File: config.mk
export PLATFORM = sky130hd
export DESIGN_NAME = controller_flat
export DESIGN_NICKNAME = d
export VERILOG_FILES = /design/src/rtl/controller_pkg.sv /design/src/rtl/controller_if.sv /design/src/rtl/controller.sv /design/src/flat_wrapper.sv
export SDC_FILE = /design/constraint.sdc
export NUM_CORES = 1
export LEC_CHECK = 0
export CAP_MARGIN = 20
export CORE_AREA = 5 5 42 44
export DETAILED_ROUTE_END_ITERATION = 16
export DIE_AREA = 0 0 47 49
export GPL_ROUTABILITY_DRIVEN = 1
export GPL_TIMING_DRIVEN = 0
export PLACE_DENSITY = 0.47
export SYNTH_ARGS = -nofsm -noshare
export SYNTH_HDL_FRONTEND = slang
export SYNTH_SLANG_ARGS = --single-unit
File: constraint.sdc
create_clock -name vclk -period 1.35
set_input_delay 0.3375 -clock vclk [all_inputs]
set_output_delay 0.3375 -clock vclk [all_outputs]
set_load 0.005 [all_outputs]
File: src/rtl/controller_pkg.sv
// Shared definitions for the instruction-cycle controller: opcode and phase
// encodings, the bundled control-word type and the ALU-opcode classifier.
package controller_pkg;

    // Opcode encodings
    localparam logic [2:0] OP_HLT = 3'd0;
    localparam logic [2:0] OP_SKZ = 3'd1;
    localparam logic [2:0] OP_ADD = 3'd2;
    localparam logic [2:0] OP_AND = 3'd3;
    localparam logic [2:0] OP_XOR = 3'd4;
    localparam logic [2:0] OP_LDA = 3'd5;
    localparam logic [2:0] OP_STO = 3'd6;
    localparam logic [2:0] OP_JMP = 3'd7;

    // Instruction-cycle phase encodings
    localparam logic [2:0] PHASE_INST_ADDR  = 3'd0;
    localparam logic [2:0] PHASE_INST_FETCH = 3'd1;
    localparam logic [2:0] PHASE_INST_LOAD  = 3'd2;
    localparam logic [2:0] PHASE_IDLE       = 3'd3;
    localparam logic [2:0] PHASE_OP_ADDR    = 3'd4;
    localparam logic [2:0] PHASE_OP_FETCH   = 3'd5;
    localparam logic [2:0] PHASE_ALU_OP     = 3'd6;
    localparam logic [2:0] PHASE_STORE      = 3'd7;

    // All nine control strobes, MSB first in the order they are usually listed
    typedef struct packed {
        logic sel;
        logic rd;
        logic ld_ir;
        logic inc_pc;
        logic halt;
        logic ld_pc;
        logic data_e;
        logic ld_ac;
        logic wr;
    } ctrl_t;

    // Opcodes that read an operand from memory and load the accumulator
    function automatic logic is_alu_op(input logic [2:0] opcode);
        return (opcode == OP_ADD) || (opcode == OP_AND) ||
               (opcode == OP_XOR) || (opcode == OP_LDA);
    endfunction

endpackage

File: src/rtl/controller_if.sv
// Control bus between the sequencer (master: drives opcode/phase/zero) and
// the controller (slave: returns the nine control strobes).
interface controller_if;

    logic [2:0] opcode;
    logic [2:0] phase;
    logic       zero;

    logic sel;
    logic rd;
    logic ld_ir;
    logic inc_pc;
    logic halt;
    logic ld_pc;
    logic data_e;
    logic ld_ac;
    logic wr;

    modport master (
        output opcode, phase, zero,
        input  sel, rd, ld_ir, inc_pc, halt, ld_pc, data_e, ld_ac, wr
    );

    modport slave (
        input  opcode, phase, zero,
        output sel, rd, ld_ir, inc_pc, halt, ld_pc, data_e, ld_ac, wr
    );

endinterface

File: src/rtl/controller.sv
// Instruction-cycle controller: decodes phase/opcode/zero into the CPU
// control strobes with zero-cycle latency.
// Optional feature: define CONTROLLER_HALT_HOLD_EN to make halt sticky
// (held until rst); without it the block is purely combinational.
module controller
    import controller_pkg::*;
(
    input  logic         clk,
    input  logic         rst,
    controller_if.slave  bus
);

    ctrl_t dec;
    ctrl_t ctrl;
    logic  alu_op;

    assign alu_op = is_alu_op(bus.opcode);

    // Phase-by-phase decode of the control word; everything defaults low
    always_comb begin
        dec = '0;
        case (bus.phase)
            PHASE_INST_ADDR: begin
                dec.sel = 1'b1;
            end
            PHASE_INST_FETCH: begin
                dec.sel = 1'b1;
                dec.rd  = 1'b1;
            end
            PHASE_INST_LOAD, PHASE_IDLE: begin
                dec.sel   = 1'b1;
                dec.rd    = 1'b1;
                dec.ld_ir = 1'b1;
            end
            PHASE_OP_ADDR: begin
                dec.inc_pc = 1'b1;
                dec.halt   = (bus.opcode == OP_HLT);
            end
            PHASE_OP_FETCH: begin
                dec.rd = alu_op;
            end
            PHASE_ALU_OP: begin
                dec.rd     = alu_op;
                dec.inc_pc = (bus.opcode == OP_SKZ) && bus.zero;
                dec.ld_pc  = (bus.opcode == OP_JMP);
                dec.data_e = (bus.opcode == OP_STO);
            end
            PHASE_STORE: begin
                dec.rd     = alu_op;
                dec.ld_ac  = alu_op;
                dec.ld_pc  = (bus.opcode == OP_JMP);
                dec.data_e = (bus.opcode == OP_STO);
                dec.wr     = (bus.opcode == OP_STO);
            end
            default: begin
                dec = '0;
            end
        endcase
    end

`ifdef CONTROLLER_HALT_HOLD_EN
    logic halted;

    // Latch a halt request so the machine stays stopped until reset
    always_ff @(posedge clk) begin
        if (rst) begin
            halted <= 1'b0;
        end else if (ctrl.halt) begin
            halted <= 1'b1;
        end
    end

    // While halted, only the halt strobe stays asserted
    always_comb begin
        ctrl = dec;
        if (halted) begin
            ctrl      = '0;
            ctrl.halt = 1'b1;
        end
    end
`else
    logic unused_clk_rst;

    assign unused_clk_rst = clk ^ rst;

    // No sticky halt: the decoded word goes straight out
    always_comb begin
        ctrl = dec;
    end
`endif

    assign bus.sel    = ctrl.sel;
    assign bus.rd     = ctrl.rd;
    assign bus.ld_ir  = ctrl.ld_ir;
    assign bus.inc_pc = ctrl.inc_pc;
    assign bus.halt   = ctrl.halt;
    assign bus.ld_pc  = ctrl.ld_pc;
    assign bus.data_e = ctrl.data_e;
    assign bus.ld_ac  = ctrl.ld_ac;
    assign bus.wr     = ctrl.wr;

endmodule

File: src/flat_wrapper.sv
// flat-port wrapper written by rule: the top's interface ports become plain ports
module controller_flat import controller_pkg::*;
  (clk, rst, bus_opcode, bus_phase, bus_zero, bus_sel, bus_rd, bus_ld_ir, bus_inc_pc, bus_halt, bus_ld_pc, bus_data_e, bus_ld_ac, bus_wr);
  controller_if bus_i ();
  input  logic clk;
  input  logic rst;
  input wire logic [$bits(bus_i.opcode)-1:0] bus_opcode;
  input wire logic [$bits(bus_i.phase)-1:0] bus_phase;
  input wire logic [$bits(bus_i.zero)-1:0] bus_zero;
  output wire logic [$bits(bus_i.sel)-1:0] bus_sel;
  output wire logic [$bits(bus_i.rd)-1:0] bus_rd;
  output wire logic [$bits(bus_i.ld_ir)-1:0] bus_ld_ir;
  output wire logic [$bits(bus_i.inc_pc)-1:0] bus_inc_pc;
  output wire logic [$bits(bus_i.halt)-1:0] bus_halt;
  output wire logic [$bits(bus_i.ld_pc)-1:0] bus_ld_pc;
  output wire logic [$bits(bus_i.data_e)-1:0] bus_data_e;
  output wire logic [$bits(bus_i.ld_ac)-1:0] bus_ld_ac;
  output wire logic [$bits(bus_i.wr)-1:0] bus_wr;
  assign bus_i.opcode = bus_opcode;
  assign bus_i.phase = bus_phase;
  assign bus_i.zero = bus_zero;
  assign bus_sel = bus_i.sel;
  assign bus_rd = bus_i.rd;
  assign bus_ld_ir = bus_i.ld_ir;
  assign bus_inc_pc = bus_i.inc_pc;
  assign bus_halt = bus_i.halt;
  assign bus_ld_pc = bus_i.ld_pc;
  assign bus_data_e = bus_i.data_e;
  assign bus_ld_ac = bus_i.ld_ac;
  assign bus_wr = bus_i.wr;
  controller u_core (.clk(clk), .rst(rst), .bus(bus_i));
endmodule
==> results of run 1 <==
==> synth_stat cells <==
cell       count
nand2b_1       1
nor2_1         5
or4_1          1
nor3b_1        1
nor2b_1        1
nand4bb_1      1
inv_1          2
xnor2_1        1
nand3_1        1
a21oi_1        2
nand4_1        1
==> final timing paths <==
check	slack [ns]	start	endpoint	depth (start not counted)
max	-0.12	bus_opcode[2]	bus_halt	4
min	0.91	bus_opcode[0]	bus_data_e	3
==> cell families after synthesis <==
group	Yosys count
xor+xnor	1
simple gates	12
compound gates	2
buf+inv	2
==> metal layers <==
metal | track usage [%] | vias to the layer above | part of all wire [%] | wire length, µm
met5 | 0 | - | 0 | 0
met4 | 0 | 0 | 0 | 0
met1 | 5.66 | 75 | 35 | 173
li1 | - | 97 | - | -
met2 | 7.47 | 9 | 49 | 237
met3 | 0 | 0 | 16 | 77
==> worst max-delay path: stages <==
cell and delay (ns):
buf_8 0.09, or4_1 0.50, nor2_1 0.09, buf_2 0.11
==> power by group through the flow <==
stage               sequential [mW]  clock [mW]  combinational [mW]
floorplan                         0           0              0.0163
global placement                  0           0              0.0656
detailed placement                0           0              0.0655
CTS                               0           0              0.0633
global route                      0           0              0.0688
finish                            0           0              0.0619
==> area by class of cell <==
type | count | area share [%]
Inverter | 2 | 2.76
Multi-Input combinational cell | 15 | 36.9
Tap cell | 16 | 7.37
Timing Repair Buffer | 19 | 53.0
==> per-stage QoR <==
stage | hold slack, ns | total power [mW] | utilization [%] | TNS, ns | cells
after floorplan | 0.702 | 0.0163 | - | 0 | 17
after global placement | 1.67 | 0.0656 | 19.6 | -6.09 | 49
after detailed placement | 1.66 | 0.0655 | 19.6 | -6.05 | 49
after CTS | 0.910 | 0.0633 | 19.2 | -0.162 | 52
after global routing | 0.937 | 0.0688 | 19.4 | -0.423 | 52
final | 0.907 | 0.0619 | 19.4 | -0.168 | 52
==> repair_timing <==
action,CTS,global route
endpoints found under the setup margin,9,6
gates resized for setup,60,1
setup buffers,3,0
pin swaps,8,3
==> impl_metrics.toml, run 1 <==
[routing]
via_count = 181
finalWirelength_um = 488
drt-wirelength-per-cell_um = 9.38
post_drt_via_cell_ratio = 3.48
postRouteAntennaNets = 0
detail_route.first_pass.iterations = 1
detailedRoute.firstIterationViolations = 0
remaining_drc_errors = 0

[power]
ir_drop_uv = 29.6
comb_power_share_pct = 100.0
p_per_area_nw_per_um2 = 228
switchingPower_mw = 0.0248
clock_power_share_pct = 0
leakagePower_nw = 0.147
p_int_mw = 0.0371
power.share.switching_pct = 40.1
power.share.sequential_pct = 0

[floorplanning]
dieArea_um2 = 2300
floorplan.die.height_um = 49
floorplan.core_area_um2 = 1400
rows = 14
initial_core_util_pct = 6.79
floorplan.die.width_um = 47
num_io_pins = 18

[sta]
final_hold_vios = 0
grt_setup_unrepaired = "yes"
finalSetupViolCount = 2
max-slew-margin-rel_pct = 90.0
tightest_slew_ns = 0.150
period_minus_slack_ns = 1.47
final.setup.worst_slack_ns = -0.122
final_period_utilization_pct = 109
final_max_slew_viol_count = 0
fmax_mhz = 680

[logic_synthesis]
yosys.area_share.simple_pct = 72.4
complex_gate_fraction_of_the_synthesized_area_pct = 10.5
synth_fp_nets = 26
synth_top_family_by_area = "simple AND/OR/NAND/NOR gates"
syn_std_cell_area_um2 = 95.1
syn_area_per_cell_um2 = 5.59
synth_top_cell_area_share_pct = 19.7
synth.yosys.warnings = 0
synth.area.mux_share_pct = 0
synth_fa_ha_area_share_pct = 0
synth_cell_type_count = 11
syn_inst = 17
netlist_top_cells_area = "nor2_1, nand4bb_1, a21oi_1"
synth_area_leader_cell = "nor2_1"
synth-seq-area-share_pct = 0
xor_and_xnor_area_share_after_synthesis_pct = 9.21

[finish]
nets = 47
layout-drive-gt1-share_pct = 47.2
final_cell_mix = "buf_2, nor2_1, buf_4"
sequential_cell_total = 0
design_area_um2 = 272
final_common_cell = "buf_2"
antenna_cells = 0
synthToLayoutAreaGrowth_pct = 186
multiInputGateArea_um2 = 100
fillCellCount = 166
layout.clock_buffers = 0
seq_area_um2 = 0

[worst_setup_path]
crit_path_max_fanout = 2
worst_path_arrival_ns = 1.13
element_type_at_the_critical_path_end = "output port"
setup.worst_path.start_class = "input pin"
setup.worst_path.class = "input pin to output port"
critical_path_required_ns = 1.01

[grt]
grt_antenna_before_repair = 0
grt_usage_pct = 4.14
grt_pass1_wl_um = 786
vias_in_the_first_global_route = 170
grt_start_max_net_pins = 7
grt_overflow_total = 0

[run_status]
failed_checks = "negative setup slack"
outcome = "finished with violations"

[place]
port_buffers = 16
place_ws_ns = -0.952
gp_routability_congestion = 0.655
dpl_cell_area_um2 = 275

[worst_hold_path]
holdCritPathClass = "input pin to output port"

[run]
drv_cap = 0

[clock_network]
cts_hold_buffers = 0
Note: power is estimated with default switching activity, not from simulation.
==> run 2, diff against run 1 <==
clock period = 1.7 ns   (was 1.35 ns; I/O delays follow)
==> run 2 against run 1 <==
  * The flow now finishes without violations
  * Critical path type unchanged
  * Routed wire length is 9.4% lower
  * Non-clock buffer count down 2
  * Largest power group unchanged
  * Count of clock-buffer cells in the layout stayed put
  * Largest cell class unchanged
==> impl_metrics.toml, run 2 (same netlist as run 1, synthesis figures left out) <==
[routing]
detail_route.first_pass.iterations = 2
remaining_drc_errors = 0
postRouteAntennaNets = 0
met2RoutedLength_um = 193
post_drt_via_cell_ratio = 3.58
m1WireLength_um = 168
finalWirelength_um = 442
via_count = 179
detailedRoute.firstIterationViolations = 1
routed-wl-met3_um = 80
drt-wirelength-per-cell_um = 8.84
topRoutingLayerUsed = "met3"

[run]
drv_cap = 0

[floorplanning]
floorplan.core_area_um2 = 1400
initial_core_util_pct = 6.79
floorplan.die.height_um = 49
num_io_pins = 18
floorplan.die.width_um = 47
dieArea_um2 = 2300
rows = 14

[power]
p_per_area_nw_per_um2 = 172
fin_total_pwr_mw = 0.0452
leakagePower_nw = 0.143
ir_drop_uv = 20.3

[sta]
final_max_slew_viol_count = 0
tightest_slew_ns = 0.191
final.setup.worst_slack_ns = 0.0263
max-slew-margin-rel_pct = 87.1
fmax_mhz = 597
final_hold_vios = 0
finalSetupViolCount = 0
final_period_utilization_pct = 98.5
period_minus_slack_ns = 1.67
timing.hold.ws_ns = 1.16
grt_setup_unrepaired = "yes"

[place]
port_buffers = 16
gp_routability_congestion = 0.655
place_ws_ns = -0.777
dpl.cell_count = 49

[worst_setup_path]
crit_path_largest_cell_delay_ns = 0.50
setup.worst_path.start_class = "input pin"
element_type_at_the_critical_path_end = "output port"
crit_start = "bus_opcode[2]"
critical_path.slowest_cell = "or4_1"
critical_path_required_ns = 1.27
setup.worst_path.class = "input pin to output port"
crit_end = "bus_halt"
crit_path_max_fanout = 4
crit_path_cell_trace = "buf_8, or4_1, nor2_1, buf_2"
timing.critical_path.buf_inv = 2
worst-path-stages = 4
worst_path_arrival_ns = 1.25
cpLargestDelayFamily = "simple AND/OR/NAND/NOR gates"

[finish]
synthToLayoutAreaGrowth_pct = 176
seq_area_um2 = 0
nets = 45
antenna_cells = 0
multiInputGateArea_um2 = 92.6
layout-drive-gt1-share_pct = 26.5
post_route_non_filler_standard_cell_count = 50
layout.clock_buffers = 0
fillCellCount = 168
final_cell_mix = "dlygate4sd2_1, nor2_1, buf_2, a21oi_1, inv_1"
final_common_cell = "dlygate4sd2_1"
sequential_cell_total = 0

[grt]
grt_antenna_before_repair = 0
grt_pass1_wl_um = 696
vias_in_the_first_global_route = 144
grt_start_max_net_pins = 7
grt_overflow_total = 0
grt_usage_pct = 3.65

[worst_hold_path]
holdCritPathClass = "input pin to output port"

[clock_network]
cts_hold_buffers = 0

[run_status]
outcome = "completed"
[run 2: cell count changes in the layout (fill, tap and decap cells not counted)]
cell,change
clkdlybuf4s15_1,-1
dlygate4sd2_1,+5
xnor2_1,+1
buf_4,-4
xnor2_2,-1
clkdlybuf4s50_1,+1
buf_2,-3
[run 2: report_power, final]
| part | switching [mW] | total [mW] | internal, mW |
|---|---|---|---|
| clock | 0 | 0 | 0 |
| combinational | 0.0184 | 0.0452 | 0.0268 |
| sequential | 0 | 0 | 0 |
| total | 0.0184 | 0.0452 | 0.0268 |
[run 2: repair_timing]
action                     CTS  global route
pin swaps                    3             3
resized for setup           31            11
setup endpoints to repair    9             4
buffers inserted             0             1
[run 2: how the worst min path moves through the flow]
stage / from / endpoint / slack [ns] / cells after the start
detailed placement: bus_zero / bus_inc_pc / 1.84 / 4
CTS: bus_phase[1] / bus_inc_pc / 1.17 / 3
global route: bus_opcode[2] / bus_halt / 1.19 / 4
global placement: bus_zero / bus_inc_pc / 1.84 / 4
floorplan: bus_phase[2] / bus_sel / 0.88 / 1
finish: bus_phase[1] / bus_inc_pc / 1.16 / 3
[run 2: layout make-up]
type | instances | share of cell area, %
well taps | 16 | 7.62
repair buffers | 17 | 54.3
inverters | 2 | 2.86
multi-input cells | 15 | 35.2
[run 2: tightest hold or removal path: stages]
cell	delay, ns
buf_2	0.13
a21oi_1	0.06
buf_2	0.12
[run 2: stage by stage]
step / cell area [µm²] / TNS (ns) / util (%)
2_1_floorplan: 95.1 / 0 / -
3_3_place_gp: 275 / -4.52 / 19.6
3_5_place_dp: 275 / -4.47 / 19.6
4_1_cts: 256 / -0.159 / 18.3
5_1_grt: 263 / -0.0249 / 18.8
6_report: 263 / 0 / 18.8
[run 2: layer usage]
layer	track usage (%)	vias to the layer above
met4	0	0
li1	-	95
met3	0.369	0
met5	0	-
met2	5.88	9
met1	5.43	75
